### config.mk
export PLATFORM = sky130hd
export DESIGN_NAME = mem_arbiter
export DESIGN_NICKNAME = d
export VERILOG_FILES = /design/src/rtl/mem_arbiter.sv
export SDC_FILE = /design/constraint.sdc
export NUM_CORES = 1
export LEC_CHECK = 0
export CAP_MARGIN = 20
export CORE_MARGIN = 2
export CORE_UTILIZATION = 44
export DETAILED_ROUTE_END_ITERATION = 10
export GPL_ROUTABILITY_DRIVEN = 0
export PLACE_DENSITY = 0.94
export SLEW_MARGIN = 20
export SYNTH_ARGS = -nofsm -noshare
export SYNTH_HDL_FRONTEND = slang
export SYNTH_SLANG_ARGS = --single-unit
export TNS_END_PERCENT = 1
### constraint.sdc
create_clock -name clk -period 2.8 [get_ports clk]
set_clock_uncertainty 0.15 [all_clocks]
set_input_delay 0.56 -clock clk [delete_from_list [all_inputs] [get_ports clk]]
set_output_delay 0.56 -clock clk [all_outputs]
set_load 0.05 [all_outputs]
### src/rtl/mem_arbiter.sv
// Two-port arbiter for the shared 128 x 16 main RAM: serialises word reads and
// writes from the CPU (port 0) and the loader/DMA (port 1) onto the RAM pins.
module mem_arbiter #(
  parameter int RD_LAT     = 2,
  parameter int FIXED_PRIO = 0
) (
  input  logic        clk,
  input  logic        rst_n,
  input  logic        req0,
  input  logic        req1,
  input  logic        we0,
  input  logic        we1,
  input  logic [6:0]  addr0,
  input  logic [6:0]  addr1,
  input  logic [15:0] wdata0,
  input  logic [15:0] wdata1,
  output logic        gnt0,
  output logic        gnt1,
  output logic        rvalid0,
  output logic        rvalid1,
  output logic [15:0] rdata0,
  output logic [15:0] rdata1,
  output logic [6:0]  mem_addr,
  output logic        mem_rd,
  output logic        mem_wr,
  output logic [15:0] mem_wdata,
  input  logic [15:0] mem_rdata,
  output logic        busy
);

  typedef enum logic [1:0] {IDLE, READ, WRITE} state_t;

  localparam logic [2:0] CNT_INIT = 3'(RD_LAT - 1);
  localparam bit         RR       = (FIXED_PRIO == 0);

  state_t      state_q, state_d;
  logic [2:0]  cnt_q, cnt_d;
  logic        port_q, port_d;
  logic        last_q, last_d;
  logic [1:0]  gnt_q, gnt_d;
  logic [1:0]  rvalid_q, rvalid_d;
  logic [15:0] rdata0_q, rdata0_d;
  logic [15:0] rdata1_q, rdata1_d;
  logic [6:0]  mem_addr_q, mem_addr_d;
  logic        mem_rd_q, mem_rd_d;
  logic        mem_wr_q, mem_wr_d;
  logic [15:0] mem_wdata_q, mem_wdata_d;
  logic        busy_q, busy_d;
  logic        win;

  // Port 1 wins when alone, or on a tie under round-robin if port 0 went last.
  assign win = req1 & (~req0 | (RR & ~last_q));

  always_comb begin
    state_d     = state_q;
    cnt_d       = cnt_q;
    port_d      = port_q;
    last_d      = last_q;
    gnt_d       = '0;
    rvalid_d    = '0;
    rdata0_d    = rdata0_q;
    rdata1_d    = rdata1_q;
    mem_addr_d  = mem_addr_q;
    mem_rd_d    = mem_rd_q;
    mem_wr_d    = 1'b0;
    mem_wdata_d = mem_wdata_q;
    case (state_q)
      IDLE: begin
        if (req0 | req1) begin
          port_d     = win;
          last_d     = win;
          gnt_d      = win ? 2'b10 : 2'b01;
          mem_addr_d = win ? addr1 : addr0;
          if (win ? we1 : we0) begin
            mem_wr_d    = 1'b1;
            mem_wdata_d = win ? wdata1 : wdata0;
            state_d     = WRITE;
          end else begin
            mem_rd_d = 1'b1;
            cnt_d    = CNT_INIT;
            state_d  = READ;
          end
        end
      end
      WRITE: state_d = IDLE;
      READ: begin
        if (cnt_q == 3'd0) begin
          mem_rd_d = 1'b0;
          rvalid_d = port_q ? 2'b10 : 2'b01;
          if (port_q) rdata1_d = mem_rdata;
          else        rdata0_d = mem_rdata;
          state_d  = IDLE;
        end else begin
          cnt_d = cnt_q - 3'd1;
        end
      end
      default: begin
        mem_rd_d = 1'b0;
        state_d  = IDLE;
      end
    endcase
    busy_d = (state_d != IDLE);
  end

  always_ff @(posedge clk) begin
    if (!rst_n) begin
      state_q     <= IDLE;
      cnt_q       <= '0;
      port_q      <= 1'b0;
      last_q      <= 1'b1;
      gnt_q       <= '0;
      rvalid_q    <= '0;
      rdata0_q    <= '0;
      rdata1_q    <= '0;
      mem_addr_q  <= '0;
      mem_rd_q    <= 1'b0;
      mem_wr_q    <= 1'b0;
      mem_wdata_q <= '0;
      busy_q      <= 1'b0;
    end else begin
      state_q     <= state_d;
      cnt_q       <= cnt_d;
      port_q      <= port_d;
      last_q      <= last_d;
      gnt_q       <= gnt_d;
      rvalid_q    <= rvalid_d;
      rdata0_q    <= rdata0_d;
      rdata1_q    <= rdata1_d;
      mem_addr_q  <= mem_addr_d;
      mem_rd_q    <= mem_rd_d;
      mem_wr_q    <= mem_wr_d;
      mem_wdata_q <= mem_wdata_d;
      busy_q      <= busy_d;
    end
  end

  assign gnt0      = gnt_q[0];
  assign gnt1      = gnt_q[1];
  assign rvalid0   = rvalid_q[0];
  assign rvalid1   = rvalid_q[1];
  assign rdata0    = rdata0_q;
  assign rdata1    = rdata1_q;
  assign mem_addr  = mem_addr_q;
  assign mem_rd    = mem_rd_q;
  assign mem_wr    = mem_wr_q;
  assign mem_wdata = mem_wdata_q;
  assign busy      = busy_q;

endmodule

==> results by group, run 1 <==
CTS
  – Postcts setup bufs: 0
  – CTS Root Buffer Type: clkbuf_8
  – Cts repair resizes: 0
  – TritonCTS clock tree: done
  – Sink Count: 69
  – Clock transition at path regs: about 0.08 ns
  – Clk_lat worst skew: approximately 0.34 ns
  – Clk buf depth: 2
  – Post-cts hold buffer count: 0
  – H-tree depth: 3
  – Inserted Clock Buffers: 9

Route
  – Post-route ant nets: 0
  – Vias post-DR: roughly 2,800
  – Iter 0 DRT Violations: 170
  – Routed WL per cell: between 10 and 15 µm
  – Via count normalized by instance count: 5.30
  – Routed Wire Length: slightly below 8000 µm
  – # DRC: 0
  – Pre-antenna DRT Iters: 5

Setup path
  – Crit path max-delay family: buffers and inverters
  – WP data required: between 2 and 2.5 ns
  – CP Launch Type: flip-flop
  – Slowest stage delay, CP: slightly above 0.8 ns
  – Endpoint class of the critical path: output pin
  – Worst-path cell chain: clkdlybuf4s50_1
  – Critical path peak fanout: 2
  – CP max stage cell: clkdlybuf4s50_1
  – Critical Path AT: approximately 1.5 ns
  – CP bufs+invs: 1
  – Worst setup path class: flip-flop to output pin

STA
  – Slew Limit Headroom: between 50% and 60%
  – Final Critical Period: roughly 2.2 ns
  – Fmax: between 0.4 and 0.5 GHz
  – Worst setup margin: ~0.56 ns
  – Slew Limit Fails: 0
  – Setup TNS: 0 ns
  – Final Cycle Share: 79.9%
  – RSZ-0062 raised after global routing: no
  – Min Hold Slack: slightly above 0.3 ns
  – Worst Max-Slew Pin Slew: approximately 0.72 ns
  – Final setup viols: 0
  – Final Hold Fails: 0

Floorplanning
  – Row count: 29
  – Initial Utilization: roughly 45%
  – Die Y: roughly 84 µm
  – Ports: 130
  – Die width: approximately 84 µm
  – Area of the die: between 7000 and 8000 µm²
  – Core Region: 6240 µm²

Pwr
  – Worst vdd ir: about 0.31 mV
  – Power per Cell Area: approximately 600 nW/µm²
  – Standby leakage power: between 1.5 and 2 nW

Logic synthesis
  – Area contributors post-synth: dfxtp_1 49%, nand2_1 9.1%, o221a_2 6.4%
  – XOR/XNOR share of the synthesized area: 0%
  – Top-area cell type share of the netlist area: 49.4%
  – Leading area contributor after synthesis: dfxtp_1
  – Synth Area in Simple Gates: between 10% and 20%
  – Mux share of post-synthesis cell area: approximately 3.4%
  – Yosys warns: 0
  – Sequential-to-total area share from yosys stat: 49.4%
  – Syn Nets: 392
  – Register bit total from synthesis: 69
  – Compound-gate portion of the synthesized area: roughly a fifth
  – Mapped Avg Cell Area: about 8.7 µm²
  – Cell Area, Synth: 2790 µm²
  – Cells after Synth: around 320
  – Largest family of logic cells by synthesized area: compound AO/OA/AOI/OAI gates
  – Cell variety after synth: 30
  – Adder-Cell Fraction of Synth Area: less than 1%

Layout
  – Fillers: about 470
  – Post-route cell area: ~4400 µm²
  – Ant diodes: 0
  – Layout area overhead: 56.1%
  – Net count reported at finish: 516
  – Share of post-route cells with drive strength above 1: roughly a tenth

Placement
  – IO buf count: about 130
  – Post-placement setup slack: about 0.3 ns
  – HPWL Detailed: ~5500 µm
  – Area after DPL: 4150 µm²

Status
  – Status: complete, no violations

GRT
  – Grt ovf: 0
  – First-pass GRT wire length: 12,500 µm
  – Largest net degree at the start of global routing: 43
  – Vias in the first global route: 2,693
  – Initial antenna violation count: 0
  – Total GRT Usage: a little over a fifth

Run
  – Maximum capacitance violations: 0

Min path
  – Worst Hold Class: flip-flop to flip-flop
[area by class of cell]
class	count	area, µm²	area share (%)
flip-flops and latches	69	1380	31.7
repair buffers	137	1360	31.3
multi-input cells	210	1240	28.4
clock buffers	10	138	3.16
well taps	77	96.3	2.21
clock inverters	6	71.3	1.64
inverters	19	71.3	1.64
[state kept, by name, summed over array words and instances, names as in the netlist, 2 cells and up]
register and count:
rdata0 16, rvalid_q 2, rdata1 16, state_q 2, gnt_q 2, mem_wdata 16, cnt_q 3, mem_addr 7
[worst paths after layout]
| path | from | to | slack, ns | cells after the start |
|---|---|---|---|---|
| max | mem_wdata[6] | mem_wdata[6] | 0.56 | 1 |
| min reg2reg | rdata1[9] | rdata1[9] | 0.31 | 2 |
| min | rdata1[9] | rdata1[9] | 0.31 | 2 |
| max reg2reg | cnt_q[0] | rdata0[14] | 0.58 | 7 |
[stage by stage]
step	cells	util, %	power [W]
global placement	512	66.5	0.00179
detailed placement	512	66.5	0.00181
finish	528	69.9	0.00262
floorplan	322	-	0.00153
global route	528	69.9	0.00273
CTS	528	69.9	0.00263
[kinds of logic after synthesis]
logic type	Yosys count
buffers and inverters	43
DFF	69
and+or+nand+nor	116
muxes	9
adders and majority gates	2
AOI/OAI and AO/OA	83
[cells in the final DEF (no fill, tap or decap), drive strengths merged]
cell and n:
nand3b 2, nand3 1, clkbuf 10, a21boi 1, nand2 68, o21a 2, clkinvlp 2, buf 8
a211oi 8, inv 20, nor3b 17, nor2b 2, clkinv 2, a22oi 2, a21oi 35, nor3 2
o221a 16, dfxtp 69, mux2i 9, and3 2, clkdlybuf4s50 129, bufinv 1, o21ai 2, nand2b 1
nor2 20, or3 1, ha 2, a31o 1, a31oi 16
[per-layer routing]
layer / share of wire, % / wire (µm) / track usage [%]
met1: 42 / 3300 / 28.0
met2: 48 / 3730 / 35.8
met3: 8.6 / 672 / 5.54
met4: 1.1 / 86 / 8.36
met5: 0 / 0 / 0
[cells in the mapped netlist]
library cell / n
mux2i_1: 8
buf_2: 6
nor2_1: 19
a211oi_1: 8
o21a_1: 2
o221a_2: 16
a22oi_1: 2
o21ai_1: 1
a21oi_1: 35
nand2_1: 68
buf_4: 1
a21boi_4: 1
and3_1: 2
inv_1: 19
nor2_4: 1
nand2b_1: 1
or3_1: 1
o21ai_0: 1
mux2i_2: 1
clkbuf_1: 17
nor2b_1: 2
nor3_1: 2
nor3b_2: 1
nand3b_1: 2
dfxtp_1: 69
nand3_1: 1
a31oi_1: 16
nor3b_1: 16
a31o_2: 1
ha_1: 2
[power breakdown]
part / leakage [nW] / switching, W / total [W] / internal, W
clock network: 0.0991 / 0.000387 / 0.000829 / 0.000441
registers: 0.564 / 0.0000415 / 0.00109 / 0.00105
logic: 0.952 / 0.000411 / 0.000695 / 0.000284
(Power assumes the default switching activity.)
==> run 2, diff against run 1 <==
- CORE_UTILIZATION: 44 -> 37
- PLACE_DENSITY: 0.94 -> 0.85
- clock period: 2.8 -> 1.9 ns (I/O delays scaled with it)
==> run 2 against run 1 <==
Against the previous run:
- routed wire length decreased by 0.57%
- critical endpoint is now mem_wdata[11]
- largest power group unchanged
- global-route usage fell by 2.4 points
- core utilization fell by 11 points
- worst hold slack better by 0.0015 ns
- sequential power grew 48%
- cell count increased by 6.1%
- sequential cell count stayed put
- largest cell class unchanged
- non-clock buffer count rose by 11
- die area up 18%
==> results by group, run 2 (synthesis results as in run 1) <==
STA
  – Worst Max-Slew Pin Slew: 0.381 ns (was 0.717 ns)
  – Final setup viols: 0 (unchanged)
  – RSZ-0062 raised after global routing: no (unchanged)
  – Slew Limit Headroom: 74.5% (was 52.0%)
  – Final Hold Fails: 0 (unchanged)
  – Final Cycle Share: 95.0%
  – Fmax: ~0.55 GHz
  – Final Critical Period: approximately 1.8 ns
  – Slew Limit Fails: 0 (unchanged)
  – Min Hold Slack: 0.307 ns (was 0.305 ns)

Pwr
  – Int Power: 0.00246 W (was 0.00178 W)
  – Clk pwr share: 27.6% (was 31.7%)
  – Sw Share: 32.5% (was 32.1%)
  – Pwr Total: 0.00364 W (was 0.00262 W)
  – Standby leakage power: 1.77 nW (was 1.62 nW)
  – Flop pwr share: 44.4% (was 41.8%)
  – Power per Cell Area: 848 nW/µm² (was 600 nW/µm²)
  – P_sw: 0.00118 W (was 0.000840 W)
  – Worst vdd ir: 0.442 mV (was 0.312 mV)
  – Logic pwr share: 28.0% (was 26.6%)

CTS
  – Post-cts hold buffer count: 0 (unchanged)
  – Clk_lat worst skew: 0.32 ns (was 0.34 ns)
  – Clk buf depth: 2 (unchanged)
  – H-tree depth: 3 (unchanged)
  – Inserted Clock Buffers: 9 (unchanged)
  – Sink Count: 69 (unchanged)
  – TritonCTS clock tree: done (unchanged)
  – Postcts setup bufs: 0 (unchanged)
  – Clock transition at path regs: 0.07 ns (was 0.08 ns)
  – CTS Root Buffer Type: clkbuf_8 (unchanged)

Route
  – Routed Wire Length: 7740 µm (was 7780 µm)
  – # DRC: 0 (unchanged)
  – Metal3 WL: 312 µm (was 672 µm)
  – Via count normalized by instance count: 5.01 (was 5.30)
  – Vias post-DR: 2,803 (was 2,799)
  – Post-route ant nets: 0 (unchanged)
  – Metal2 WL: 4200 µm (was 3730 µm)
  – Max layer used: met4 (unchanged)
  – Routed WL per cell: 13.8 µm (was 14.7 µm)
  – Pre-antenna DRT Iters: 4 (was 5)
  – Iter 0 DRT Violations: 123 (was 170)
  – Wl on met1: 3040 µm (was 3300 µm)

Floorplanning
  – Ports: 130 (unchanged)
  – Area of the die: 8260 µm² (was 7000 µm²)
  – Row count: 31 (was 29)
  – Core Region: 7290 µm² (was 6240 µm²)
  – Initial Utilization: 38.3% (was 44.8%)
  – Die Y: 90.9 µm (was 83.7 µm)
  – Die width: 90.9 µm (was 83.7 µm)

Setup path
  – Worst R2R End: cnt_q[0] (was rdata0[14])
  – R2R cell count: 7 (unchanged)
  – Register-to-register setup slack: 0.18 ns (was 0.58 ns)
  – Critical Path AT: 1.87 ns (was 1.53 ns)
  – FF-to-FF Start: cnt_q[0] (unchanged)
  – Critical Path End: mem_wdata[11] (was mem_wdata[6])
  – Setup crit start: req1 (was mem_wdata[6])
  – Critical path peak fanout: 16 (was 2)
  – WP data required: 1.97 ns (was 2.09 ns)
  – CP Launch Type: primary input (was flip-flop)
  – Endpoint class of the critical path: flip-flop (was output pin)
  – Worst setup path class: primary input to flip-flop (was flip-flop to output pin)

Min path
  – Worst Hold Class: flip-flop to flip-flop (unchanged)

Placement
  – HPWL Detailed: 5900 µm (was 5520 µm)
  – Area after DPL: 4120 µm² (was 4150 µm²)
  – IO buf count: 129 (unchanged)

Status
  – Status: complete, no violations (unchanged)

GRT
  – Grt ovf: 0 (unchanged)
  – Total GRT Usage: 19.5% (was 21.9%)
  – Vias in the first global route: 2,760 (was 2,693)
  – First-pass GRT wire length: 13,100 µm (was 12,500 µm)
  – Largest net degree at the start of global routing: 35 (was 43)
  – Initial antenna violation count: 0 (unchanged)

Layout
  – Commonest non-fill, non-tap cell in the layout: buf_4 (was clkdlybuf4s50_1)
  – Fillers: 656 (was 468)
  – Ant diodes: 0 (unchanged)
  – Net count reported at finish: 527 (was 516)
  – Layout area overhead: 53.6% (was 56.1%)
  – Final core utilization: 58.9% (was 69.9%)
  – Most frequent cells in the layout: 79 x buf_4, 69 x dfxtp_1, 68 x nand2_1 (was 129 x clkdlybuf4s50_1, 69 x dfxtp_1, 68 x nand2_1)
  – Share of post-route cells with drive strength above 1: 25.8% (was 9.98%)
  – Post-route cell area: 4290 µm² (was 4360 µm²)

Run
  – Maximum capacitance violations: 0 (unchanged)
run 2: cell count changes in the layout (fill, tap and decap cells not counted), sizes merged:
cell and change:
buf +73, bufinv -1, clkdlybuf4s50 -62, clkinv +2
clkinvlp -1, inv -1
run 2: worst min-delay path by stage:
| stage | slack (ns) | cells past startpoint | startpoint | end |
|---|---|---|---|---|
| 2_1_floorplan | 0.29 | 2 | cnt_q[1] | cnt_q[1] |
| 3_3_place_gp | 0.29 | 2 | rdata0[13] | rdata0[13] |
| 3_5_place_dp | 0.30 | 2 | rdata0[11] | rdata0[11] |
| 4_1_cts | 0.31 | 2 | rdata1[2] | rdata1[2] |
| 5_1_grt | 0.32 | 2 | rdata1[8] | rdata1[8] |
| 6_report | 0.31 | 2 | rdata0[11] | rdata0[11] |
run 2: layout make-up:
cell class / count / area [µm²] / share of cell area, %
clock buffer: 10 / 138 / 3.21
clock inverter: 5 / 27.5 / 0.641
inverter: 19 / 71.3 / 1.66
multi-input combinational: 210 / 1250 / 29.0
sequential: 69 / 1380 / 32.2
tap: 99 / 124 / 2.89
timing repair buffer: 148 / 1300 / 30.4
run 2: critical path: stages:
cell and delay [ns]:
clkdlybuf4s50_1 0.48, a21boi_4 0.22, mux2i_2 0.23, buf_4 0.17, nor2_4 0.08, o221a_2 0.30
run 2: through the flow:
stage	TNS, ns	setup slack [ns]	std cells
after global placement	-3.39	-0.182	545
after floorplan	0	0.119	322
after global routing	0	0.0366	560
after detailed placement	-4.63	-0.230	545
final	0	0.0943	560
after CTS	0	0.0883	560
run 2: power groups by stage:
stage	logic, W	clock network [W]	registers (W)
2_1_floorplan	0.000308	0	0.00195
3_3_place_gp	0.00100	0	0.00164
3_5_place_dp	0.00102	0	0.00164
4_1_cts	0.00102	0.00104	0.00161
5_1_grt	0.00109	0.00110	0.00163
6_report	0.00102	0.00100	0.00161
run 2: repair_timing:
| item | 4_1_cts | 5_1_grt |
|---|---|---|
| endpoints found under the setup margin | 0 | 16 |
| endpoints found under the hold margin | 0 | 0 |
| resized for setup | 0 | 2 |
run 2: metal layers:
metal	up-vias	GRT usage, %
met5	-	0
met2	76	34.2
li1	1380	-
met1	1326	22.4
met3	21	4.51
met4	0	9.22
